<file path="src/rtl/instruction_fetch_unit_pkg.sv">
// Shared constants, fetch FSM state type and PC helper for the fetch stage.
package instruction_fetch_unit_pkg;

  localparam logic [31:0] RESET_VECTOR = 32'h0000_0000;
  localparam logic [31:0] NOP_INSTR    = 32'hE1A0_0000;

  typedef enum logic [1:0] {
    ST_IDLE    = 2'd0,
    ST_WAIT    = 2'd1,
    ST_DISCARD = 2'd2
  } fetch_state_e;

  // Next sequential word address; wraps naturally at 2^32.
  function automatic logic [31:0] pc_next_word(input logic [31:0] pc);
    return pc + 32'd4;
  endfunction

endpackage

</file>
<file path="src/rtl/instruction_fetch_unit_if.sv">
// Bus bundle for the fetch stage: instruction memory, redirect and decoder handshake.
interface instruction_fetch_unit_if;

  logic        imem_req;
  logic [31:0] imem_addr;
  logic        imem_ack;
  logic [31:0] imem_rdata;

  logic        redirect_en;
  logic [31:0] redirect_pc;

  logic        instr_valid;
  logic        instr_ready;
  logic [31:0] instruction;
  logic [31:0] instr_pc;
  logic [31:0] instr_pc_plus8;

  modport master (
    output imem_req, imem_addr,
    input  imem_ack, imem_rdata,
    input  redirect_en, redirect_pc,
    output instr_valid,
    input  instr_ready,
    output instruction, instr_pc, instr_pc_plus8
  );

  modport slave (
    input  imem_req, imem_addr,
    output imem_ack, imem_rdata,
    output redirect_en, redirect_pc,
    input  instr_valid,
    output instr_ready,
    input  instruction, instr_pc, instr_pc_plus8
  );

endinterface

</file>
<file path="src/rtl/instruction_fetch_unit_fetch_buffer.sv">
// Prefetch FIFO of {pc, instruction} pairs with flush; flush wins over push/pop.
module fetch_buffer #(
  parameter  int unsigned DEPTH = 2,
  localparam int unsigned PW    = $clog2(DEPTH),
  localparam int unsigned CW    = $clog2(DEPTH + 1)
) (
  input  logic          clk,
  input  logic          rst,
  input  logic          i_push,
  input  logic [31:0]   i_pc,
  input  logic [31:0]   i_instr,
  input  logic          i_pop,
  input  logic          i_flush,
  output logic [31:0]   o_pc,
  output logic [31:0]   o_instr,
  output logic [CW-1:0] o_count,
  output logic          o_empty,
  output logic          o_full
);

  logic [31:0]   r_pc_mem    [DEPTH];
  logic [31:0]   r_instr_mem [DEPTH];
  logic [PW-1:0] r_wr_ptr;
  logic [PW-1:0] r_rd_ptr;
  logic [CW-1:0] r_count;
  logic          w_do_push;
  logic          w_do_pop;

  function automatic logic [PW-1:0] ptr_inc(input logic [PW-1:0] p);
    return (p == PW'(DEPTH - 1)) ? '0 : p + PW'(1);
  endfunction

  assign o_empty   = (r_count == '0);
  assign o_full    = (r_count == CW'(DEPTH));
  assign o_count   = r_count;
  assign w_do_push = i_push && !o_full && !i_flush;
  assign w_do_pop  = i_pop && !o_empty && !i_flush;
  assign o_pc      = r_pc_mem[r_rd_ptr];
  assign o_instr   = r_instr_mem[r_rd_ptr];

  // Storage write; contents need no reset since count gates visibility.
  always_ff @(posedge clk) begin
    if (w_do_push) begin
      r_pc_mem[r_wr_ptr]    <= i_pc;
      r_instr_mem[r_wr_ptr] <= i_instr;
    end
  end

  // Pointer and occupancy bookkeeping.
  always_ff @(posedge clk or posedge rst) begin
    if (rst) begin
      r_wr_ptr <= '0;
      r_rd_ptr <= '0;
      r_count  <= '0;
    end else if (i_flush) begin
      r_wr_ptr <= '0;
      r_rd_ptr <= '0;
      r_count  <= '0;
    end else begin
      if (w_do_push) r_wr_ptr <= ptr_inc(r_wr_ptr);
      if (w_do_pop)  r_rd_ptr <= ptr_inc(r_rd_ptr);
      case ({w_do_push, w_do_pop})
        2'b10:   r_count <= r_count + CW'(1);
        2'b01:   r_count <= r_count - CW'(1);
        default: r_count <= r_count;
      endcase
    end
  end

endmodule

</file>
<file path="src/rtl/instruction_fetch_unit.sv">
// Fetch stage: fetch PC, single-outstanding imem read FSM, prefetch buffer, decoder output.
module instruction_fetch_unit
  import instruction_fetch_unit_pkg::*;
#(
  parameter logic [31:0] RESET_PC  = RESET_VECTOR,
  parameter int unsigned BUF_DEPTH = 2
) (
  input logic                       clk,
  input logic                       rst,
  instruction_fetch_unit_if.master  bus
);

  localparam int unsigned CW = $clog2(BUF_DEPTH + 1);

  fetch_state_e  r_state;
  fetch_state_e  w_state_next;
  logic [31:0]   r_fetch_pc;
  logic [31:0]   w_fetch_pc_next;
  logic [31:0]   r_addr;
  logic [31:0]   w_addr_next;
  logic [31:0]   w_redirect_target;
  logic          w_push;
  logic          w_pop;
  logic          w_valid;
  logic          w_outstanding;
  logic          w_space;
  logic          w_space_after_push;
  logic [31:0]   w_head_pc;
  logic [31:0]   w_head_instr;
  logic [CW-1:0] w_count;
  logic          w_empty;
  logic          w_full;

  fetch_buffer #(
    .DEPTH (BUF_DEPTH)
  ) u_fetch_buffer (
    .clk     (clk),
    .rst     (rst),
    .i_push  (w_push),
    .i_pc    (r_fetch_pc),
    .i_instr (bus.imem_rdata),
    .i_pop   (w_pop),
    .i_flush (bus.redirect_en),
    .o_pc    (w_head_pc),
    .o_instr (w_head_instr),
    .o_count (w_count),
    .o_empty (w_empty),
    .o_full  (w_full)
  );

  assign w_redirect_target  = bus.redirect_pc & 32'hFFFF_FFFC;
  assign w_valid            = !w_empty;
  assign w_pop              = w_valid && bus.instr_ready && !bus.redirect_en;
  assign w_outstanding      = (r_state == ST_WAIT);
  // Space uses the registered count only: a same-cycle pop frees nothing yet.
  assign w_space            = !w_full && ((32'(w_count) + 32'(w_outstanding)) < BUF_DEPTH);
  assign w_space_after_push = (32'(w_count) + 32'd1) < BUF_DEPTH;

  // Next-state, next fetch PC, request address and push decision.
  always_comb begin
    w_state_next    = r_state;
    w_fetch_pc_next = r_fetch_pc;
    w_addr_next     = r_addr;
    w_push          = 1'b0;
    case (r_state)
      ST_IDLE: begin
        if (bus.redirect_en) begin
          w_fetch_pc_next = w_redirect_target;
          w_addr_next     = w_redirect_target;
          w_state_next    = ST_WAIT;
        end else if (w_space) begin
          w_addr_next  = r_fetch_pc;
          w_state_next = ST_WAIT;
        end
      end
      ST_WAIT: begin
        if (bus.redirect_en) begin
          w_fetch_pc_next = w_redirect_target;
          w_state_next    = bus.imem_ack ? ST_IDLE : ST_DISCARD;
        end else if (bus.imem_ack) begin
          w_push          = 1'b1;
          w_fetch_pc_next = pc_next_word(r_fetch_pc);
          if (w_space_after_push) begin
            w_addr_next = pc_next_word(r_fetch_pc);
          end else begin
            w_state_next = ST_IDLE;
          end
        end
      end
      ST_DISCARD: begin
        if (bus.redirect_en) begin
          w_fetch_pc_next = w_redirect_target;
        end
        // Buffer is empty here (flushed on entry), so the target issues at once.
        if (bus.imem_ack) begin
          w_addr_next  = bus.redirect_en ? w_redirect_target : r_fetch_pc;
          w_state_next = ST_WAIT;
        end
      end
      default: begin
        w_state_next = ST_IDLE;
      end
    endcase
  end

  // FSM state, fetch PC and held request address.
  always_ff @(posedge clk or posedge rst) begin
    if (rst) begin
      r_state    <= ST_IDLE;
      r_fetch_pc <= RESET_PC;
      r_addr     <= RESET_PC;
    end else begin
      r_state    <= w_state_next;
      r_fetch_pc <= w_fetch_pc_next;
      r_addr     <= w_addr_next;
    end
  end

  assign bus.imem_req       = (r_state != ST_IDLE);
  assign bus.imem_addr      = r_addr;
  assign bus.instr_valid    = w_valid;
  assign bus.instruction    = w_valid ? w_head_instr : NOP_INSTR;
  assign bus.instr_pc       = w_valid ? w_head_pc : '0;
  assign bus.instr_pc_plus8 = bus.instr_pc + 32'd8;

endmodule

</file>
<file path="src/flat_wrapper.sv">
// flat-port wrapper written by rule: the top's interface ports become plain ports
module instruction_fetch_unit_flat import instruction_fetch_unit_pkg::*;
#(
  parameter logic [31:0] RESET_PC  = RESET_VECTOR,
  parameter int unsigned BUF_DEPTH = 2
)
  (clk, rst, bus_imem_req, bus_imem_addr, bus_imem_ack, bus_imem_rdata, bus_redirect_en, bus_redirect_pc, bus_instr_valid, bus_instr_ready, bus_instruction, bus_instr_pc, bus_instr_pc_plus8);
  instruction_fetch_unit_if bus_i ();
  input logic clk;
  input logic rst;
  output wire logic [$bits(bus_i.imem_req)-1:0] bus_imem_req;
  output wire logic [$bits(bus_i.imem_addr)-1:0] bus_imem_addr;
  input wire logic [$bits(bus_i.imem_ack)-1:0] bus_imem_ack;
  input wire logic [$bits(bus_i.imem_rdata)-1:0] bus_imem_rdata;
  input wire logic [$bits(bus_i.redirect_en)-1:0] bus_redirect_en;
  input wire logic [$bits(bus_i.redirect_pc)-1:0] bus_redirect_pc;
  output wire logic [$bits(bus_i.instr_valid)-1:0] bus_instr_valid;
  input wire logic [$bits(bus_i.instr_ready)-1:0] bus_instr_ready;
  output wire logic [$bits(bus_i.instruction)-1:0] bus_instruction;
  output wire logic [$bits(bus_i.instr_pc)-1:0] bus_instr_pc;
  output wire logic [$bits(bus_i.instr_pc_plus8)-1:0] bus_instr_pc_plus8;
  assign bus_imem_req = bus_i.imem_req;
  assign bus_imem_addr = bus_i.imem_addr;
  assign bus_i.imem_ack = bus_imem_ack;
  assign bus_i.imem_rdata = bus_imem_rdata;
  assign bus_i.redirect_en = bus_redirect_en;
  assign bus_i.redirect_pc = bus_redirect_pc;
  assign bus_instr_valid = bus_i.instr_valid;
  assign bus_i.instr_ready = bus_instr_ready;
  assign bus_instruction = bus_i.instruction;
  assign bus_instr_pc = bus_i.instr_pc;
  assign bus_instr_pc_plus8 = bus_i.instr_pc_plus8;
  instruction_fetch_unit #(.RESET_PC(RESET_PC), .BUF_DEPTH(BUF_DEPTH)) u_core (.clk(clk), .rst(rst), .bus(bus_i));
endmodule
</file>
<file path="config.mk">
export PLATFORM = sky130hd
export DESIGN_NAME = instruction_fetch_unit_flat
export DESIGN_NICKNAME = d
export VERILOG_FILES = /design/src/rtl/instruction_fetch_unit_pkg.sv /design/src/rtl/instruction_fetch_unit_if.sv /design/src/rtl/instruction_fetch_unit_fetch_buffer.sv /design/src/rtl/instruction_fetch_unit.sv /design/src/flat_wrapper.sv
export SDC_FILE = /design/constraint.sdc
export NUM_CORES = 1
export LEC_CHECK = 0
export CAP_MARGIN = 20
export CORE_MARGIN = 8
export CORE_UTILIZATION = 40
export DETAILED_ROUTE_END_ITERATION = 6
export HOLD_SLACK_MARGIN = 0.02
export PLACE_DENSITY = 0.65
export SLEW_MARGIN = 20
export SYNTH_ARGS = -nofsm -noshare
export SYNTH_HDL_FRONTEND = slang
export SYNTH_HIERARCHICAL = 1
export SYNTH_SLANG_ARGS = --single-unit
</file>
<file path="constraint.sdc">
create_clock -name clk -period 7.6 [get_ports clk]
set_clock_uncertainty 0.05 [all_clocks]
set_input_delay 2.28 -clock clk [delete_from_list [all_inputs] [get_ports clk]]
set_output_delay 2.28 -clock clk [all_outputs]
set_load 0.02 [all_outputs]
</file>
* Word-level counts from Yosys, hierarchy flattened
Memory sizes are Yosys's and may differ from the RTL's.
Index checks and enable logic that the tools add are counted.
** Storage, ports and cells
- Bits in writable memories :: 128
- Memories kept :: 2
- Output and inout bits :: 130
- Bits in registers :: 70
- Input bits :: 69
- Word-level logic and storage cells :: 86
** Memories
- u_core.u_fetch_buffer.r_instr_mem :: words 2, width 32, rd ports 1, clocked after memory_dff 0, wr ports 1, line instruction_fetch_unit_fetch_buffer.sv:22 : logic [31:0] r_instr_mem [DEPTH];
- u_core.u_fetch_buffer.r_pc_mem :: words 2, width 32, rd ports 1, clocked after memory_dff 0, wr ports 1, line instruction_fetch_unit_fetch_buffer.sv:21 : logic [31:0] r_pc_mem [DEPTH];
** Cells by class
- Add/subtract/negate cells :: 8
- Reductions and logical operators :: 22
- Magnitude comparators :: 2
- Equality and inequality tests :: 12
- Multiplexer cells :: 34
** Operator list (number)
- $mux 32 :: 11
- $pmux 32 s3 :: 1
- $lt 32x2->1 const B :: 2
- $pmux 32 s2 :: 1
- $add 32x3->32 const B :: 1
- $add 32x4->32 const B :: 1
- $mux 2 :: 8
- $mux 1 :: 11
- $ne 2x2->1 const B :: 4
- $reduce_bool 2->1 :: 4
- $logic_and 1x1->1 :: 7
- $eq 2x2->1 const B :: 3
- $ne 3x3->1 const B :: 2
- $pmux 2 s3 :: 1
- $reduce_and 6->1 :: 1
- $reduce_bool 3->1 :: 2
- $eq 2x1->1 const B :: 2
- $logic_not 2->1 :: 2
- $pmux 2 s2 :: 1
- $reduce_and 4->1 :: 1
- $add 2x1->3 :: 1
- $add 2x1->3 const B :: 1
- $logic_not 1->1 :: 3
- $ne 3x2->1 const B :: 1
- 5 further kinds :: 6

* Longest topological paths before layout
- Depth in word-level cells :: 9
- Depth in mapped cells :: 11

* Cells and area by module
The synthesis kept the hierarchy.
** By module, submodules not included
- instruction_fetch_unit :: seq. area each 1651.6 µm², area an instance 5181.2 µm², times used 1, cells each 668
- fetch_buffer :: seq. area each 3943.8 µm², area an instance 4835.9 µm², times used 1, cells each 226

* Worst setup path after synthesis
No wires, ideal clock.
- Path kind :: input to register
- Start :: input port bus_redirect_en
- End :: memory u_core.u_fetch_buffer.r_instr_mem[1][0], enable pin
- Stages on the path :: 5
- Arrival time :: 7.691 ns
- Path slack :: -0.720 ns
- Cells stage by stage :: clkbuf_1 > nand4bb_1 > inv_1 > nand2_1 > nor3b_1
** On the way
- Word-level cells in the longest chain between the ends :: 6
** Ends and longest elaborated chain
- from (decl) :: line flat_wrapper.sv:15 : input wire logic [$bits(bus_i.redirect_en)-1:0] bus_redirect_en;
- $mux 1 :: line instruction_fetch_unit.sv:77 : if (bus.redirect_en) begin
- $mux 1 :: line instruction_fetch_unit.sv:65 : case (r_state)
- named net u_core.w_push :: line instruction_fetch_unit.sv:22 : logic w_push;
- $logic_and 1x1->1 (2 in a row) :: line instruction_fetch_unit_fetch_buffer.sv:36 : assign w_do_push = i_push && !o_full && !i_flush;
- $mux 1 :: line instruction_fetch_unit_fetch_buffer.sv:43 : if (w_do_push) begin
- $mux 1 (not written as such) :: line instruction_fetch_unit_fetch_buffer.sv:45 : r_instr_mem[r_wr_ptr] <= i_instr;
- to (decl) :: line instruction_fetch_unit_fetch_buffer.sv:22
The timed path passes the listed nets, and every way through them passes these cells.

* Worst setup path in the final report
- Start :: register u_core.u_fetch_buffer.r_count[0], in the netlist u_core/u_fetch_buffer/o_count[0]
- End :: output port bus_instr_pc_plus8[31]
** On the way
- Word-level cells in the longest chain between the ends :: 3
** Ends and longest elaborated chain
- from (decl) :: line instruction_fetch_unit_fetch_buffer.sv:25 : logic [CW-1:0] r_count;
- from (signal assigned) :: line instruction_fetch_unit_fetch_buffer.sv:63 : 2'b10: r_count <= r_count + CW'(1);
- from (signal assigned) :: line instruction_fetch_unit_fetch_buffer.sv:64 : 2'b01: r_count <= r_count - CW'(1);
- from (signal assigned) :: line instruction_fetch_unit_fetch_buffer.sv:65 : default: r_count <= r_count;
- $logic_not 2->1 :: line instruction_fetch_unit_fetch_buffer.sv:33 : assign o_empty = (r_count == '0);
- named net u_core.w_empty :: line instruction_fetch_unit.sv:31 : logic w_empty;
- $mux 32 :: line instruction_fetch_unit.sv:123 : assign bus.instr_pc = w_valid ? w_head_pc : '0;
- $add 32x4->32 :: line instruction_fetch_unit.sv:124 : assign bus.instr_pc_plus8 = bus.instr_pc + 32'd8;
- to (decl) :: line flat_wrapper.sv:21 : output wire logic [$bits(bus_i.instr_pc_plus8)-1:0] bus_instr_pc_plus8;
The timed path passes the listed nets, and every way through them passes these cells.

==> impl_summary.md <==
Layout
The number of cells in the finished layout apart from fillers is about 1400. The leading cell type in the layout, fill and taps excluded is sky130_fd_sc_hd__clkdlybuf4s50_1. The final design area excluding fillers is ~13000 um^2. Leaving out fill and tap cells, the most frequent cells in the layout are 195 x sky130_fd_sc_hd__clkdlybuf4s50_1, 128 x sky130_fd_sc_hd__edfxtp_1, 69 x sky130_fd_sc_hd__dfrtp_1.

The layout net count is 1138. Of the cells placed in the final design, the portion with a size suffix greater than 1 is around an eighth. Compared with the post-synthesis result, the final layout area differs by 28.53%. 0 antenna diodes ended up in the layout.

STA
The hold violation total from the final report came to 0. The summed negative setup slack over all endpoints is 0 ns. The final critical-path required period is roughly 6.5 ns. In this run the tightest slew margin relative to its limit is 24.70%. The share of the cycle needed by the critical path after routing is between 80% and 90%. The total count of max-transition violations in the final report is 0.

Setup repair after global routing left no endpoint under its margin. The actual transition at the worst max-transition pin is 1.122 ns. For this run, the top clock speed supported by timing is 153.8 MHz. Setup violations remaining at the end of the flow were counted as 0.

Die
The vertical extent of the die is 174.3 um. The cell row count is 58. The floorplan step set the die width to 174.3 um.

The total area inside the core boundary comes to 24890 um^2. The initial utilization of the core area, before any placement, comes to 40.24%. The count of boundary I/O pins is 199.

The full die area is 30360 um^2.

Worst setup path
The signal on the critical path passes through nor2_4 > buf_4 > inv_1 > nand2_1 > inv_1 > ha_1 > and3b_1 > nand4_1 > or3_1 > nor4_1 > xor2_1 > clkdlybuf4s50_1. The largest single stage delay on the critical path is ~0.62 ns. The worst-case reg-to-reg path depth is 6. The worst setup path is captured at an output port.

The cell type group with the largest total delay on the critical path is simple AND/OR/NAND/NOR gates. The first element of the critical path is u_core/u_fetch_buffer/o_count[0]. The biggest fanout along the worst timing path is 33. For this design, the slowest cell found on the critical path is sky130_fd_sc_hd__clkdlybuf4s50_1. The critical path contains buffers and inverters numbering 4 combined. The sort of element at the start of the critical path is a register. The worst register-to-register path begins at u_core/r_state[0].

The terminus of the critical flop-to-flop path is u_core/u_fetch_buffer/r_instr_mem[1][23]. STA puts the critical path data arrival time at 4.17 ns. The endpoint required time on the critical path is 5.27 ns. The classification of the worst setup path is register to output port. The critical path runs through a total of 12 cells. Counting stages on the worst path, the most repeated cell is sky130_fd_sc_hd__inv_1.

In this run the register-to-register setup slack is roughly 4 ns.

Routing
Once detail routing completed, the nets flagged for antenna violations numbered 0. Dividing the detail-routed wire length by the instance count gives 20.00 um. Before antenna repair, the detailed router went through 7 iterations.

The number of vias per cell after detailed routing is 5.561. After the first detailed-routing iteration, the DRC count stood at 615. Summed over all layers, the routed wires come to 28.19 mm. The total DRC errors in the routed layout is 0. Summing over every cut layer, the via total after detailed routing is a little under 8000.

Clock tree
Buffers added to address setup during post-CTS repair amount to 0. In this run, CTS created clock tree buffers numbering 17. The maximum count of clock buffers along a single path is 2. The clock root buffer is sky130_fd_sc_hd__clkbuf_16. The number of H-tree branching levels is 4. The clock insertion delay at the later pin of the skew report is 0.43 ns. The number of gates resized after cts is 0.

After clock tree synthesis, the flow added hold-fix buffers numbering 0. The clock input transition at the sequential cells of the worst setup and hold paths is about 0.08 ns. The clock tree from TritonCTS is done. The clock net in this run drives a total of 198 sinks.

Yosys
Sorting the synthesized cells by area gives the leading types as sky130_fd_sc_hd__edfxtp_1 38%, sky130_fd_sc_hd__dfrtp_1 17%, sky130_fd_sc_hd__mux2_2 7.5%. The fraction of synthesis flops using an asynchronous set or reset pin is 35.35%. Sequential elements use 55.86% of the synthesized area. The post-synthesis average cell area is 11.20 um^2. Synthesis handed over a netlist of 894 instances.

The synthesized design contains 198 register bits. Counting flops with a built-in enable in the synthesized netlist gives 128. The synthesized-area fraction occupied by adder cells is less than 1%. The synthesized cell area is 10020 um^2. The leading register cell type out of synthesis is sky130_fd_sc_hd__edfxtp_1. The combinational family with the most area after synthesis is simple AND/OR/NAND/NOR gates. The yosys synthesis warning count is 6.

The share of the synthesized area in the top cell type is 38.37%. The number of nets produced by synthesis is about 970. The most area-hungry cell type in the Yosys netlist is sky130_fd_sc_hd__edfxtp_1. Summing the areas of all compound-gate instances in the mapped netlist gives 11.28% of the synthesized area. Of the total synthesized cell area, the portion taken by AND, OR, NAND and NOR gates is 16.67%. The number of distinct library cell variants in the gate-level netlist after synthesis is 74. The fraction of synthesized area in multiplexers is 8.931%.

The xor/xnor share of the synthesized area is between 3 and 4%.

GRT
The global-route usage over all layers is 18.21%. The number of antenna violations at the first check in global routing is 0. The global-route wire length before repair is 43.80 mm. Entering global routing, the biggest net connects 67 pins. The via count of the first global-routing pass is 7645.

The residual overflow from global routing is 0.

Worst hold path
In this run the worst hold path is classified as register to register. The worst hold path was traced through 2 stages. The endpoint of the worst hold-timing path is u_core/bus.imem_addr[0]. The worst hold path startpoint is u_core/bus.imem_addr[0].

Run
The max-capacitance violation count is 0.

Place
The post-place instance area is 12290 um^2. The final HPWL from detailed placement is between 15 and 20 mm. The routability congestion estimate is approximately 0.85. The placed instance count is around 1400. The number of buffer cells added on primary ports is 196.

Power
The power density relative to cell area is 256.6 nW/um^2. VDD sags by at most about 140 uV. The static leakage power is 0.004542 uW. Overall power consumption after layout is estimated at approximately 3300 uW.

Run status
The run finished with clean final reports.
[tightest hold or removal path: stages (launching register included)]
cell and delay, ns:
sky130_fd_sc_hd__dfrtp_1 0.35, sky130_fd_sc_hd__nand2_1 0.05, sky130_fd_sc_hd__nand2_1 0.05
[per-layer routing]
layer	global-route usage, %	wire length (um)	vias up
li1	-	-	3635
met1	24.95	12770	3829
met2	28.58	13060	343
met3	4.426	2052	28
met4	4.382	308	0
met5	0	0	-
[through the flow]
stage	setup slack [ns]	hold slack [ns]	utilization, %
final	1.097	0.4249	51.72
after global routing	0.8491	0.4596	51.72
after CTS	1.090	0.4295	51.72
after detailed placement	1.572	0.4128	49.37
after global placement	1.582	0.4038	49.37
after floorplan	1.527	0.3868	-
[cell type report]
cell class              instances  area, um^2
clock inverters                14       160.2
multi-input cells             614        4113
flip-flops and latches        198        5597
repair buffers                212        2077
fillers                      2219       12020
well taps                     330       412.9
inverters                      24       90.09
clock buffers                  17       425.4
[power by group]
| group | total, uW | internal [uW] | switching, uW |
|---|---|---|---|
| registers | 1470 | 1300 | 162 |
| clock network | 892 | 467 | 425 |
| logic | 946 | 402 | 544 |
[sequential cells by signal, indices dropped and copies added (netlist names)]
register                           count
u_core/u_fetch_buffer/o_count          2
u_core/u_fetch_buffer/r_instr_mem     64
u_core/r_fetch_pc                     32
u_core/bus.imem_addr                  32
u_core/u_fetch_buffer/r_pc_mem        64
u_core/r_state                         2
u_core/u_fetch_buffer/r_wr_ptr         1
u_core/u_fetch_buffer/r_rd_ptr         1
[how the worst max path moves through the flow]
| stage | slack [ns] | end |
|---|---|---|
| 3_5_place_dp | 1.57 | bus_instr_pc_plus8[31] |
| 4_1_cts | 1.09 | bus_instr_pc_plus8[31] |
| 6_report | 1.10 | bus_instr_pc_plus8[31] |
| 5_1_grt | 0.85 | bus_instr_pc_plus8[31] |
| 2_1_floorplan | 1.53 | u_core/u_fetch_buffer/r_instr_mem[1][0] |
| 3_3_place_gp | 1.58 | bus_instr_pc_plus8[31] |
[cells in the mapped netlist, drive strengths merged, types with 7 or more instances]
cell    count
xnor2      17
xor2       24
or2         9
nand3      39
edfxtp    128
clkbuf     34
nand2      61
dfrtp      70
nor2b      54
o21ai      42
a21oi      48
or3         7
mux2       67
o311ai      7
a211oi      9
nor2       59
nor3       23
nor4        7
o211ai      8
mux2i      14
nand4      16
and2        9
inv        23
buf        24
o22ai       9
[logic make-up after synthesis]
logic type,Yosys count
adder cells (fa/ha/maj),2
AO/OA/AOI/OAI,175
buffers and inverters,82
multiplexers,81
flip-flops,198
XOR/XNOR,41
AND/OR/NAND/NOR,315
No activity file was read; power rests on OpenSTA's default activity.
